### config.mk
export PLATFORM = sky130hd
export DESIGN_NAME = norm_fp64_pipe
export DESIGN_NICKNAME = d
export VERILOG_FILES = /design/src/rtl/norm_pkg.sv /design/src/rtl/lzc_tree.sv /design/src/rtl/norm_fp64_pipe.sv
export SDC_FILE = /design/constraint.sdc
export NUM_CORES = 1
export LEC_CHECK = 0
export ABC_AREA = 1
export CORE_MARGIN = 5
export CORE_UTILIZATION = 54
export CTS_BUF_LIST = sky130_fd_sc_hd__clkbuf_8
export CTS_CLUSTER_SIZE = 16
export DETAILED_ROUTE_END_ITERATION = 8
export HOLD_SLACK_MARGIN = 0.02
export PLACE_DENSITY = 0.78
export SLEW_MARGIN = 5
export SYNTH_ARGS = -nofsm -noshare
export SYNTH_HDL_FRONTEND = slang
export SYNTH_SLANG_ARGS = --single-unit
### constraint.sdc
create_clock -name clk -period 13.6 [get_ports clk]
set_input_delay 2.72 -clock clk [delete_from_list [all_inputs] [get_ports clk]]
set_output_delay 2.72 -clock clk [all_outputs]
set_load 0.05 [all_outputs]
### src/rtl/norm_pkg.sv
// norm_pkg: shared FP64 field constants, rounding modes and flag bit indices
package norm_pkg;
    localparam int FP64_BIAS = 1023;
    localparam int FP64_EXP_W = 11;
    localparam int FP64_MAN_W = 52;
    localparam int FP64_EXP_MAX = 2047;
    localparam logic RND_TRUNC = 1'b0;
    localparam logic RND_RNE = 1'b1;
    localparam int FLG_ZERO = 0;
    localparam int FLG_UNF = 1;
    localparam int FLG_OVF = 2;
    localparam int FLG_INEXACT = 3;
endpackage

### src/rtl/lzc_tree.sv
// lzc_tree: combinational leading-zero count built as a binary tree of (all-zero, count) nodes
module lzc_tree #(
    parameter int W = 64
) (
    input  logic [W-1:0]           a,
    output logic [$clog2(W+1)-1:0] cnt
);
    localparam int L = $clog2(W);
    localparam int P = 1 << L;
    localparam int CW = L + 1;
    localparam int OW = $clog2(W + 1);
    logic [P-1:0] x;
    // ones padded below the LSB make an all-zero input count exactly W
    assign x = (P'(a) << (P - W)) | P'((P'(1) << (P - W)) - P'(1));
    for (genvar k = 0; k <= L; k++) begin : g_lv
        logic [CW-1:0] c [P>>k];
        logic [(P>>k)-1:0] z;
        if (k == 0) begin : g_leaf
            assign z = ~x;
            for (genvar j = 0; j < P; j++) begin : g_c
                assign c[j] = '0;
            end
        end else begin : g_node
            for (genvar j = 0; j < (P >> k); j++) begin : g_c
                assign z[j] = g_lv[k-1].z[2*j+1] & g_lv[k-1].z[2*j];
                assign c[j] = g_lv[k-1].z[2*j+1] ? CW'(1 << (k - 1)) + g_lv[k-1].c[2*j]
                                                 : g_lv[k-1].c[2*j+1];
            end
        end
    end
    assign cnt = g_lv[L].z[0] ? OW'(W) : OW'(g_lv[L].c[0]);
endmodule

### src/rtl/norm_fp64_pipe.sv
// norm_fp64_pipe: 3-stage multi-lane fixed-point to binary64 normaliser with valid/ready stream
module norm_fp64_pipe
    import norm_pkg::*;
#(
    parameter int NCH = 2,
    parameter int IN_W = 64,
    parameter int FRAC_BITS = 64,
    parameter int SIGNED = 0
) (
    input  logic              clk,
    input  logic              rst,
    input  logic              in_valid,
    output logic              in_ready,
    input  logic [NCH*IN_W-1:0] in_data,
    input  logic              rnd_mode,
    output logic              out_valid,
    input  logic              out_ready,
    output logic [NCH*64-1:0] out_data,
    output logic [NCH*4-1:0]  out_flags
);
    localparam int LZW = $clog2(IN_W + 1);
    localparam int XW = IN_W > 56 ? IN_W : 56;
    localparam int EBASE = FP64_BIAS + IN_W - 1 - FRAC_BITS;
    logic en, v1, v2, r1, r2;
    assign en = !out_valid || out_ready;
    assign in_ready = en;
    always_ff @(posedge clk) begin
        if (rst) begin
            v1 <= 1'b0;
            v2 <= 1'b0;
            out_valid <= 1'b0;
        end else if (en) begin
            v1 <= in_valid;
            v2 <= v1;
            out_valid <= v2;
        end
    end
    always_ff @(posedge clk) begin
        if (en) begin
            r1 <= rnd_mode;
            r2 <= r1;
        end
    end
    for (genvar i = 0; i < NCH; i++) begin : g_lane
        logic [IN_W-1:0] raw, m, m1, sh2;
        logic [LZW-1:0] lz, lz1, lz2;
        logic s0, s1, s2;
        logic [XW-1:0] x;
        logic [52:0] mr;
        logic g, st, inc, zero, ovf, unf;
        logic signed [12:0] e, ef;
        logic [63:0] d, od;
        logic [3:0] f, of;
        assign raw = in_data[i*IN_W +: IN_W];
        assign s0 = SIGNED != 0 && raw[IN_W-1];
        assign m = s0 ? -raw : raw;
        lzc_tree #(.W(IN_W)) u_lzc (.a(m), .cnt(lz));
        always_ff @(posedge clk) begin
            if (en) begin
                m1 <= m;
                s1 <= s0;
                lz1 <= lz;
                sh2 <= m1 << lz1;
                s2 <= s1;
                lz2 <= lz1;
            end
        end
        // after normalisation the hidden one sits at the MSB; below it: 52 mantissa, guard, sticky
        assign x = XW'(sh2) << (XW - IN_W);
        assign zero = !x[XW-1];
        assign g = x[XW-54];
        assign st = |x[XW-55:0];
        assign inc = r2 == RND_RNE && g && (st || x[XW-53]);
        assign mr = {1'b0, x[XW-2 -: FP64_MAN_W]} + 53'(inc);
        assign e = 13'(EBASE - int'(lz2));
        assign ef = e + 13'(mr[52]);
        assign ovf = !zero && int'(ef) >= FP64_EXP_MAX;
        assign unf = !zero && int'(ef) <= 0;
        assign d = (zero || unf) ? {s2, 63'b0}
                 : ovf ? {s2, 11'h7FF, 52'b0}
                 : {s2, ef[FP64_EXP_W-1:0], mr[FP64_MAN_W-1:0]};
        assign f[FLG_ZERO] = zero;
        assign f[FLG_UNF] = unf;
        assign f[FLG_OVF] = ovf;
        assign f[FLG_INEXACT] = ovf || unf || g || st;
        always_ff @(posedge clk) begin
            if (rst) begin
                od <= '0;
                of <= '0;
            end else if (en) begin
                od <= d;
                of <= f;
            end
        end
        assign out_data[i*64 +: 64] = od;
        assign out_flags[i*4 +: 4] = of;
    end
endmodule
==> impl_metrics.json <==
{
  "status": "completed",
  "worstSkewPairLatency_ps": 660,
  "clock_sinks": 423,
  "cpMaxStageDelayCell": "clkdlybuf4s50_1",
  "maxCapViolations": 0,
  "slew_headroom_pct": 25.2,
  "synth_compound_area_share_pct": 9.87,
  "synthCells": 3921,
  "totalWireLength_um": 83000,
  "synth_top_area_share_pct": 31.6,
  "drc": 0,
  "reg2reg_depth": 17,
  "drt_pre_antenna_iters": 6,
  "vias_per_cell": 5.67,
  "hold_path_class": "flop to flop",
  "cts_tree": "built",
  "crit_chain": "clkdlybuf4s50_1, nor2_4, buf_4, inv_8, clkdlybuf4s50_1",
  "synth-seq-cells": 423,
  "timing.rr.start": "r2",
  "power.leakage_nw": 13.0,
  "start_kind": "primary input",
  "critical-path-top-delay-family": "buffers and inverters",
  "die_h_um": 234,
  "r2r_setup_slack_ps": 9950,
  "multi_input_area_mm2": 0.0140,
  "postCtsSetupBuffers": 0,
  "synth_top_cell_by_area": "edfxtp_1",
  "ant_nets": 0,
  "critPathRequiredTime_ps": 10880,
  "final_nets": 4230,
  "synth-edff-count": 286,
  "setup_viol": 0,
  "worstSetupPathType": "primary input to output port",
  "crit_fanout": 74,
  "regArea_mm2": 0.0113,
  "routabilityCongestion": 0.986,
  "pin_count": 271,
  "vdd_drop_max_uv": 71.0,
  "yosys.area_share.simple_pct": 40.7,
  "powerDensity_mw_per_mm2": 127,
  "syn_area_mm2": 0.0272,
  "synth_top_family_by_area": "simple AND/OR/NAND/NOR gates",
  "combPwrFrac_pct": 28.8,
  "fp.dieW_um": 234,
  "place_hpwl_um": 62100,
  "p_switching_mw": 1.47,
  "grt_pass1_wl_um": 129000,
  "core_mm2": 0.0500,
  "rsz0062_at_grt": "false",
  "crit_path_end_kind": "output port",
  "seq_area_frac_synth_pct": 41.7,
  "setup_tns_ps": 0,
  "htree_levels": 3,
  "synth_commonest_cells": "1315 x nand2_1, 679 x nand3_1, 356 x nor2_1",
  "arrival_ps": 4920,
  "drive_above_1_share_pct": 5.36,
  "worst-path-stages": 5,
  "fin_skew_ps": 37.6,
  "whs_ps": 433,
  "cpMostUsedCell": "clkdlybuf4s50_1",
  "dpl_cell_area_mm2": 0.0300,
  "n_fill_cell": 4672,
  "initial_core_util_pct": 54.4,
  "wl_per_cell_um": 17.2,
  "antenna_found_initial": 1,
  "layout.cells.non_filler": 4819,
  "vias": 27300,
  "cts_hold_buf": 0,
  "async_flop_share_pct": 0,
  "fin_util_pct": 62.7,
  "ys.flop_type": "edfxtp_1",
  "grt_util_all_layers_pct": 29.4,
  "worstHoldStart": "r1",
  "fin_area_mm2": 0.0314,
  "p_int_mw": 2.49,
  "dieArea_mm2": 0.0550,
  "num_rows": 82,
  "placedCellCount": 4688,
  "grt_pass1_vias": 23800,
  "muxShareOfSynthArea_pct": 0,
  "grt_remaining_overflow": 0,
  "max_stage_delay_ps": 910,
  "root_buffer": "clkbuf_8",
  "synth.most_common_cell": "nand2_1",
  "fin_crit_ps": 7640,
  "synth_cell_types": 49,
  "clk_path_buf_depth": 3,
  "synth_adder_area_share_pct": 0.368,
  "finalHoldViolCount": 0,
  "finalMaxSlewViolations": 0,
  "min_to": "r2",
  "p_clk_share_pct": 27.4,
  "syn2layout_area_growth_pct": 15.2,
  "yosys-top-cells-area": "edfxtp_1 32%, nand2_1 18%, nand3_1 12%, dfxtp_1 10%, nor2_1 4.9%",
  "path_buf_inv": 4,
  "cts.clk_slew.worst_paths_ps": 60,
  "drt-initial-drc-count": 3433,
  "fmax_ghz": 0.131,
  "fin_crit_sh_pct": 56.2,
  "reg2reg_to": "g_lane[1].od[59]",
  "worst_pin_slew_ps": 1120,
  "numPortBuffers": 268,
  "cts_resized": 0,
  "numCtsBuffers": 71,
  "p_seq_share_pct": 43.8,
  "grt_max_degree": 159,
  "synth_warnings": 0,
  "min_path_cells": 0,
  "synth_xor_area_share_pct": 0.483,
  "postSynthAreaPerCell_um2": 6.94,
  "swShare_pct": 37.2
}
## cells in the final DEF (no fill, tap or decap), types with 8 or more instances in the layout
cell and n:
inv_1 259, or2_1 12, dfxtp_1 137, buf_4 25, clkdlybuf4s50_1 267, nand2_1 1315
xnor2_1 8, o21ai_1 26, o21bai_1 17, nor3_1 35, nor2_1 353, nand3b_1 11
nor2_2 21, o21ai_0 129, nand3_1 679, nand4_1 72, o211ai_2 16, clkinv_2 9
clkbuf_8 76, or2_2 31, a21oi_1 198, edfxtp_1 286, ha_1 8, o211ai_1 54
inv_2 10, clkinv_1 14
## worst max-delay path by stage
stage                         start  endpoint
after floorplan           out_ready  in_ready
after global placement    out_ready  in_ready
after detailed placement  out_ready  in_ready
after CTS                 out_ready  in_ready
after global routing      out_ready  in_ready
final                     out_ready  in_ready
## metrics by stage
stage / total power [mW] / worst slack (ps)
2_1_floorplan: 2.48 / 4140
3_3_place_gp: 2.87 / 5980
3_5_place_dp: 2.88 / 5960
4_1_cts: 3.96 / 5960
5_1_grt: 4.17 / 5870
6_report: 3.97 / 5960
## metal layers
layer	routed length, µm	track usage [%]	share of wire, %	vias up
li1	-	-	-	13600
met1	39600	47.4	48	12300
met2	34200	41.2	41	1272
met3	7730	4.46	9.3	115
met4	1520	7.01	1.8	0
met5	0	0	0	-
## sequential cells by signal, indices dropped and copies added (netlist names)
register,cells
v2,1
g_lane.od,126
out_valid,1
r2,1
g_lane.lz2,14
r1,1
g_lane.lz1,14
g_lane.m1,128
g_lane.sh2,128
v1,1
g_lane.of,8
## logic make-up (layout without fill, tap and decap cells)
kind of cell,after synthesis,count (layout)
other cells,1,4
buf+inv,449,672
simple gates,2560,2560
fa+ha+maj,8,8
compound gates,465,465
flops,423,423
xor+xnor,15,15
## power groups by stage
stage	sequential, mW	clock (mW)	combinational, mW
2_1_floorplan	1.86	0	0.625
3_3_place_gp	1.75	0	1.11
3_5_place_dp	1.76	0	1.12
4_1_cts	1.73	1.11	1.13
5_1_grt	1.75	1.16	1.26
6_report	1.74	1.09	1.14
## area by class of cell
type / instances / area share, %
antenna: 2 / 0.0160
clock buffer: 76 / 3.34
clock inverter: 53 / 0.966
inverter: 250 / 3.02
multi-input combinational: 3050 / 44.7
sequential: 423 / 36.1
tap: 672 / 2.68
timing repair buffer: 293 / 9.19
Note: power is estimated with default switching activity, not from simulation.
